`src/rtl/kmap_sweep_ctrl.sv`:
```
// ============================================================================
// Module   : kmap_sweep_ctrl
// Purpose  : On-chip self-check sequencer for a combinational XW-input
//            function unit.  Sweeps every input combination on x, samples
//            the unit's output f after SETTLE cycles, builds the captured
//            truth table and compares it against an expected table latched
//            at start.
// Revision : 1.0 - initial release
//
// Ports
//   clk        in   1     clock, all state on rising edge
//   areset_n   in   1     asynchronous active-low reset (sync release)
//   start      in   1     request a sweep; accepted only in IDLE
//   exp_table  in   N     expected truth table, bit i = f(x=i)
//   x          out  XW    registered stimulus to the function unit
//   f          in   1     function unit output
//   busy       out  1     high while sweeping
//   done       out  1     one-cycle pulse, results valid
//   cap_table  out  N     captured truth table, bit i = sampled f for x=i
//   mismatch   out  N     bit i set when cap_table[i] != expected[i]
//   err_cnt    out  XW+1  number of set mismatch bits (0..N)
//   pass       out  1     err_cnt == 0 at end of last sweep
//
// The expected/captured tables are named exp_table/cap_table because
// "expect" and "table" are reserved words in SystemVerilog.
//
// Build option
//   SWEEP_GRAY_EN : when defined, x follows the reflected Gray code so only
//                   one bit toggles per step; otherwise x ascends in binary.
// ============================================================================
`default_nettype none

module kmap_sweep_ctrl #(
  parameter int XW     = 4,
  parameter int SETTLE = 1,
  localparam int N     = 1 << XW
) (
  input  logic          clk,
  input  logic          areset_n,
  input  logic          start,
  input  logic [N-1:0]  exp_table,
  output logic [XW-1:0] x,
  input  logic          f,
  output logic          busy,
  output logic          done,
  output logic [N-1:0]  cap_table,
  output logic [XW:0]   err_cnt,
  output logic [N-1:0]  mismatch,
  output logic          pass
);

  // Settle counter only needs to reach SETTLE-1.
  localparam int CW = (SETTLE > 1) ? $clog2(SETTLE) : 1;
  localparam logic [CW-1:0] SETTLE_LAST = CW'(SETTLE - 1);
  localparam logic [XW-1:0] IDX_LAST    = {XW{1'b1}};

  typedef enum logic [1:0] {
    IDLE = 2'd0,
    RUN  = 2'd1,
    DONE = 2'd2
  } state_t;

  state_t          state;
  logic [CW-1:0]   settle_cnt;
  logic [XW-1:0]   idx;        // binary step number within the sweep
  logic [N-1:0]    exp_q;      // expected table frozen at start

  logic            sample;
  logic            last;
  logic            miss;
  logic [XW:0]     err_next;

  // Step number -> x value.  Tables stay indexed by the binary value of x,
  // so the Gray build yields the same table as the binary build.
  function automatic logic [XW-1:0] sweep_map(input logic [XW-1:0] b);
`ifdef SWEEP_GRAY_EN
    return b ^ (b >> 1);
`else
    return b;
`endif
  endfunction

  assign sample   = (settle_cnt == SETTLE_LAST);
  assign last     = (idx == IDX_LAST);
  assign miss     = f ^ exp_q[x];
  // Includes the current sample so pass reflects the final count.
  assign err_next = err_cnt + {{XW{1'b0}}, miss};

  always_ff @(posedge clk or negedge areset_n) begin
    if (!areset_n) begin
      state      <= IDLE;
      settle_cnt <= '0;
      idx        <= '0;
      exp_q      <= '0;
      x          <= '0;
      busy       <= 1'b0;
      done       <= 1'b0;
      cap_table  <= '0;
      mismatch   <= '0;
      err_cnt    <= '0;
      pass       <= 1'b0;
    end else begin
      case (state)
        IDLE: begin
          done <= 1'b0;
          if (start) begin
            state      <= RUN;
            idx        <= '0;
            x          <= sweep_map('0);
            cap_table  <= '0;
            mismatch   <= '0;
            err_cnt    <= '0;
            exp_q      <= exp_table;
            settle_cnt <= '0;
            busy       <= 1'b1;
          end
        end

        RUN: begin
          if (sample) begin
            settle_cnt   <= '0;
            cap_table[x] <= f;
            if (miss) begin
              mismatch[x] <= 1'b1;
            end
            err_cnt <= err_next;
            if (last) begin
              // x keeps the last value until the next accepted start.
              state <= DONE;
              busy  <= 1'b0;
              done  <= 1'b1;
              pass  <= (err_next == '0);
            end else begin
              idx <= idx + 1'b1;
              x   <= sweep_map(idx + 1'b1);
            end
          end else begin
            settle_cnt <= settle_cnt + 1'b1;
          end
        end

        DONE: begin
          state <= IDLE;
          done  <= 1'b0;
        end

        default: begin
          state <= IDLE;
          busy  <= 1'b0;
          done  <= 1'b0;
        end
      endcase
    end
  end

endmodule

`default_nettype wire

```
`config.mk`:
```
export PLATFORM = sky130hd
export DESIGN_NAME = kmap_sweep_ctrl
export DESIGN_NICKNAME = d
export VERILOG_FILES = /design/src/rtl/kmap_sweep_ctrl.sv
export SDC_FILE = /design/constraint.sdc
export NUM_CORES = 1
export LEC_CHECK = 0
export CORE_UTILIZATION = 45
export CTS_BUF_LIST = sky130_fd_sc_hd__clkbuf_16
export CTS_CLUSTER_SIZE = 24
export DETAILED_ROUTE_END_ITERATION = 10
export PLACE_DENSITY = 0.75
export SLEW_MARGIN = 40
export SYNTH_ARGS = -nofsm -noshare
export SYNTH_HDL_FRONTEND = slang
export SYNTH_SLANG_ARGS = --single-unit
export TNS_END_PERCENT = 100
```
`constraint.sdc`:
```
create_clock -name clk -period 2.85 [get_ports clk]
set_input_delay 0.57 -clock clk [delete_from_list [all_inputs] [get_ports clk]]
set_output_delay 0.57 -clock clk [all_outputs]
set_load 0.02 [all_outputs]
```
==> impl_metrics.tcl <==
set metrics [dict create \
    r2r-start "idx[1]" \
    grt_overflow 0 \
    hold_viol 0 \
    die_h_um 82.8 \
    drc 0 \
    wl_mm 6.73 \
    crit_fanout 5 \
    maxCapViolCount 0 \
    postCtsHoldBufs 0 \
    synthDistinctLibCells 42 \
    clk_pin_slew_worst_paths_ns 0.05 \
    grt_max_degree 63 \
    whs_ns 0.304 \
    powerDensity_nw_per_um2 1270 \
    total_power_mw 5.01 \
    ios 64 \
    final_core_util_pct 62.6 \
    die_w_um 82.8 \
    critPathCapture "pass" \
    drtPass1Iterations 4 \
    grt_pass1_wl_mm 11.8 \
    layout_common_cells "nand2_1 (87), clkdlybuf4s50_1 (62), dfrtp_1 (61)" \
    cts_made_buffers 9 \
    avgSynthCellArea_um2 9.73 \
    arrival_ns 2.92 \
    clkSinkCount 62 \
    r2r_slack_ns 0.15 \
    holdCritPathClass "in -> async" \
    fp.dieArea_um2 6860 \
    finalSetupViolations 0 \
    core_area_um2 6310 \
    synth_top_area_share_pct 52.8 \
    synth_seq_area_share_pct 52.8 \
    slew_viol_final 0 \
    synth.top_cells.by_area "dfrtp_1 (53%), nand2_1 (11%), a32o_1 (5.1%), nand3_1 (2.9%), o21ai_1 (2.7%)" \
    track_usage_pct 21.7 \
    final_common_cell "nand2_1" \
    period_minus_slack_ns 2.70 \
    synth_seq_cells 62 \
    fin_nets 394 \
    fin_setup_tns_ns 0 \
    synth_largest_area_cell "dfrtp_1" \
    status "finished, final reports clean" \
    viasPerCell 5.39 \
    fin_cells 450 \
    vias 2427 \
    multi_input_area_um2 1270 \
    routedWlPerCell_um 15.0 \
    synthCells 302 \
    start_util_pct 46.5 \
    ir_drop_mv 0.687 \
    ant_nets 0 \
    clockBufferDepth 2 \
    cp-start-kind "flip-flop" \
    syn-cell-area_um2 2940 \
    finClkSkew_ns 0.00570 \
    yosysWarnings 0 \
    fmax_mhz 370 \
    cts_tree "built" \
    rows 29 \
    drt_iter0_markers 138 \
    rr_endpoint "pass" \
    area_delta_synth_final_pct 34.5 \
    cp_data_required_time_ns 3.07 \
    rsz0062_at_grt "no" \
    place_congestion 0.809 \
    seqCellArea_um2 1550 \
    first_global_vias 2366 \
    startpoint "idx[1]" \
    ff2ff_path_depth 10 \
    antennaDiodeCount 0 \
    fill_cells 555 \
    p_leak_nw 1.84 \
    cts_root_buffer "clkbuf_16" \
    antenna_found_initial 0 \
    slew_headroom_pct 53.6 \
    port_buffers 63 \
    hpwl_mm 4.53 \
    dp.cells 434 \
    synth_fp_nets 328 \
    critical_path_class "reg -> reg" \
    ctsHtreeMaxLevel 3 \
    fin_crit_sh_pct 94.8 \
    worstSetupEndpointType "flip-flop" \
    drive_gt1_share_pct 11.0 \
    clk_latency_ns 0.33 \
    worst_pin_slew_ns 0.691 \
]
-- power breakdown --
part           switching, mW  internal [mW]  leakage, nW  total, mW
sequential             0.264           1.24        0.798       1.51
combinational           1.32           1.14        0.893       2.46
clock                  0.379          0.662        0.145       1.04
total                   1.97           3.04         1.84       5.01
-- metal layers --
metal	up-vias	global-route usage, %	routed length, µm
met4	0	5.64	68
met3	6	5.77	397
met2	73	33.0	3100
li1	1176	-	-
met5	-	0	0
met1	1172	30.8	3170
-- critical path: stages, from the launching register on --
cell and delay, ns:
dfrtp_2 0.45, mux2_1 0.33, mux4_2 0.47, nor2b_1 0.15
a41oi_1 0.19, xnor2_1 0.09, ha_2 0.21, ha_2 0.21
nor4_2 0.20, a31oi_1 0.06, o41ai_1 0.23
-- metrics by stage --
step	area (µm²)	setup slack [ns]
floorplan	2940	0.0145
global placement	3660	0.133
detailed placement	3660	0.0951
CTS	3940	0.0883
global route	3950	0.0149
finish	3950	0.149
-- sequential cells by signal, indices dropped and copies added, names as in the netlist --
register and flops:
exp_q 16, err_cnt 5, idx 4, cap_table 16
state 2, done 1, mismatch 16, pass 1
busy 1
-- cell families (layout without fill, tap and decap cells) --
family,after synthesis,in the layout,synth area share [%]
flip-flops,62,62,52.8
buffers and inverters,27,98,4.22
AND/OR/NAND/NOR,134,134,19.7
multiplexers,9,9,4.22
AO/OA/AOI/OAI,59,59,14.7
XOR/XNOR,5,5,1.75
adder cells (fa/ha/maj),6,6,2.56
-- area by class of cell --
type	count	share of cell area, %
clock buffers	9	5.70
clock inverters	7	1.43
inverters	7	0.665
multi-input cells	213	32.2
flip-flops and latches	62	39.3
well taps	77	2.44
repair buffers	75	18.2
-- synthesized netlist by cell type, drive strengths merged --
cell and n:
a211o 1, a211oi 2, a21oi 13, a22o 3, a22oi 1, a311oi 1, a31o 1, a31oi 1
a32o 15, a41oi 1, and2 1, and3 2, and4b 1, buf 4, clkbuf 16, dfrtp 62
ha 6, inv 7, mux2 5, mux2i 3, mux4 1, nand2 87, nand2b 4, nand3 17
nand4 1, nor2 12, nor2b 5, nor3 1, nor4 1, o21ai 16, o22ai 2, o31ai 1
o41ai 1, or3 1, or3b 1, xnor2 2, xor2 3
-- repair_timing --
| action | CTS | global route |
|---|---|---|
| setup buffers | 0 | 0 |
| resized for setup | 0 | 2 |
| setup endpoints to repair | 0 | 1 |
-- how the worst min path moves through the flow --
stage	start	endpoint	cells past startpoint
6_report	areset_n	err_cnt[3]	2
5_1_grt	areset_n	err_cnt[3]	2
4_1_cts	areset_n	err_cnt[3]	2
3_5_place_dp	exp_q[14]	exp_q[14]	2
3_3_place_gp	exp_q[0]	exp_q[0]	2
2_1_floorplan	areset_n	busy	0
Note: power is estimated with default switching activity, not from simulation.
==> variant: new RTL, same settings <==
Re-encode `state_t` (3 states) as one-hot, 3 bits wide.
--- a/src/rtl/kmap_sweep_ctrl.sv
+++ b/src/rtl/kmap_sweep_ctrl.sv
@@ -56,6 +56,6 @@
 
-  typedef enum logic [1:0] {
-    IDLE = 2'd0,
-    RUN  = 2'd1,
-    DONE = 2'd2
+  typedef enum logic [2:0] {
+    IDLE = 3'b001,
+    RUN  = 3'b010,
+    DONE = 3'b100
   } state_t;
Formal check against the unedited RTL: same outputs for any inputs over 10 cycles, from zero or initial values and one cycle with areset_n low; not proved beyond that.
==> variant against the original RTL <==
- via count down 1.1%
- core utilization up 3.0 points
- final cell count down 0.67%
- count of clock-buffer cells in the layout unchanged
- setup slack worse by 0.050 ns
- area after synthesis down 1.0%
- sequential cell count up 1
- fmax down 1.8%
- cell area up 0.67%
- wire length up 2.5%
- critical endpoint unchanged
Power is not compared: it rests on default switching activity, and its combinational part moved more than twofold at a synthesized area within 25%.
==> variant: results (changes against the original RTL) <==
Synth
  – Netlist cell types: 37 (-12%)
  – FFs w/ async S/R, synth: 100% (unchanged)
  – Top cell type's share of synthesized area: 53.4% (+0.55 points)
  – Mapped Cells: 295 (-2.3%)
  – Syn_nets: 321 (-2.1%)
  – Largest cells by area after synthesis: dfrtp_1 (53%), nand2_1 (11%), o21ai_0 (4.5%)
  – Most frequent cells after synthesis: nand2_1 (83), dfrtp_1 (62), o21ai_0 (26), clkbuf_1 (18), a21oi_1 (13)
  – YS warnings: 0 (unchanged)
  – Sequential fraction of the synthesis area: 54.3% (+1.4 points)

Clock network
  – Clock Path Buffers: 2 (unchanged)
  – Clk Tree Root Cell: clkbuf_16
  – Clock-pin slew on the worst setup and hold paths: 0.05 ns (about the same)

Worst setup path
  – Internal reg-to-reg setup slack: 0.1 ns (-0.05 ns)
  – Critical path type: reg -> reg
  – CP max FO: 6 (+1)
  – Reg2Reg Depth: 11 (+1)
  – CP Data Arrival Time: 2.97 ns (+0.05 ns)
  – CP max stage delay: 0.51 ns (+0.04 ns)
  – Cell family with most CP delay: multiplexers
  – Slowest CP cell: mux4_2
  – Worst R2R Start: idx[0]$_DFFE_PN0P_

Final layout
  – N_diodes: 0 (unchanged)
  – Non-filler cells in the finished layout: 447 (-0.67%)
  – Share of cells above drive strength 1: 11.6% (+0.57 points)
  – Largest registers: cap_table: 16 flops, exp_q: 16 flops, mismatch: 16 flops
  – Nets: 393 (-0.25%)

Placement
  – Detailed-placement wirelength estimate: 4690 um (+3.7%)
  – Placed cells: 427 (-1.6%)
  – GPL Wtd Cong: 0.803 (-0.68%)
  – IO buf count: 63 (unchanged)
  – DP Area: 0.00367 mm2 (+0.44%)

Pwr
  – Switching share of power: 34.2%
  – LEAKAGE: between 1.5 and 2 nW

GRT
  – Total track usage: 22.9% (+1.3 points)
  – Largest net degree at the start of global routing: 40 (-37%)
  – Vias in the first global route: 2331 (-1.5%)
  – First-pass GRT wire length: 11300 um (-4.5%)

Routing
  – Met2 Wirelength: 3300 um (+6.4%)
  – WL final: 6900 um (+2.5%)
  – Met3 wire length: 270 um (-32%)
  – Initial drt markers: 154 (+12%)
  – Vias/cell: 5.37 (-0.45%)
  – Wl on met1: 3180 um (+0.32%)
  – Drt pass-1 iters: 4 (unchanged)
  – Highest routed layer: met4

STA
  – Slew HR: 62.0% (+8.4 points)
  – Layout Skew: 0.00528 ns (-0.000416 ns)

Min path
  – Hold Crit Class: in -> async

Outcome
  – Status: finished, final reports clean
[variant: cells by family after synthesis]
| family | share of synthesized area, % |
|---|---|
| flops | 54.3 |
| xor+xnor | 2.37 |
| buf+inv | 3.92 |
| fa+ha+maj | 2.58 |
| mux | 6.76 |
| compound gates | 12.5 |
| simple gates | 17.6 |
[variant: power by group through the flow]
| stage | registers [W] | logic [W] | clock network (W) |
|---|---|---|---|
| after floorplan | 0.00122 | 0.000624 | 0 |
| after global placement | 0.00121 | 0.000999 | 0 |
| after detailed placement | 0.00122 | 0.00102 | 0 |
| after CTS | 0.00120 | 0.00105 | 0.000944 |
| after global routing | 0.00122 | 0.00119 | 0.000991 |
| final | 0.00120 | 0.00109 | 0.000933 |
[variant: worst min-delay path by stage]
stage	start	endpoint	slack (ns)	depth (start not counted)
global route	areset_n	exp_q[7]$_DFFE_PN0P_	0.28	1
global placement	exp_q[1]$_DFFE_PN0P_	exp_q[1]$_DFFE_PN0P_	0.45	2
CTS	areset_n	exp_q[7]$_DFFE_PN0P_	0.25	1
detailed placement	exp_q[1]$_DFFE_PN0P_	exp_q[1]$_DFFE_PN0P_	0.46	2
finish	areset_n	idx[1]$_DFFE_PN0P_	0.24	1
floorplan	areset_n	busy$_DFFE_PN0P_	0.27	0
[variant: per-layer routing]
layer  global-route usage (%)  vias to the layer above
met5                        0                        -
met4                     10.9                        0
met3                     4.62                       15
met2                     36.1                       59
met1                     30.3                     1174
li1                         -                     1152
[variant: through the flow]
stage	worst slack (ns)	hold WS [ns]	setup TNS, ns	util [%]
4_1_cts	0.0161	0.252	0	65.0
6_report	0.0985	0.239	0	65.6
5_1_grt	0.00247	0.283	0	65.6
3_5_place_dp	-0.0873	0.463	-0.0873	60.6
2_1_floorplan	0.0587	0.274	0	-
3_3_place_gp	0.0854	0.453	0	60.6
[variant: cell type report]
| cell class | instances | area, um2 |
|---|---|---|
| inverter | 7 | 26.3 |
| timing repair buffer | 82 | 781 |
| multi-input combinational | 204 | 1240 |
| clock inverter | 7 | 27.5 |
| sequential | 63 | 1580 |
| fill | 477 | 2080 |
| clock buffer | 9 | 225 |
| tap | 75 | 93.8 |
[variant: what timing repair did]
item,CTS,global route
resized for setup,0,6
cloned,0,0
endpoints found under the setup margin,1,1
pin swaps,0,2
buffers inserted,2,2
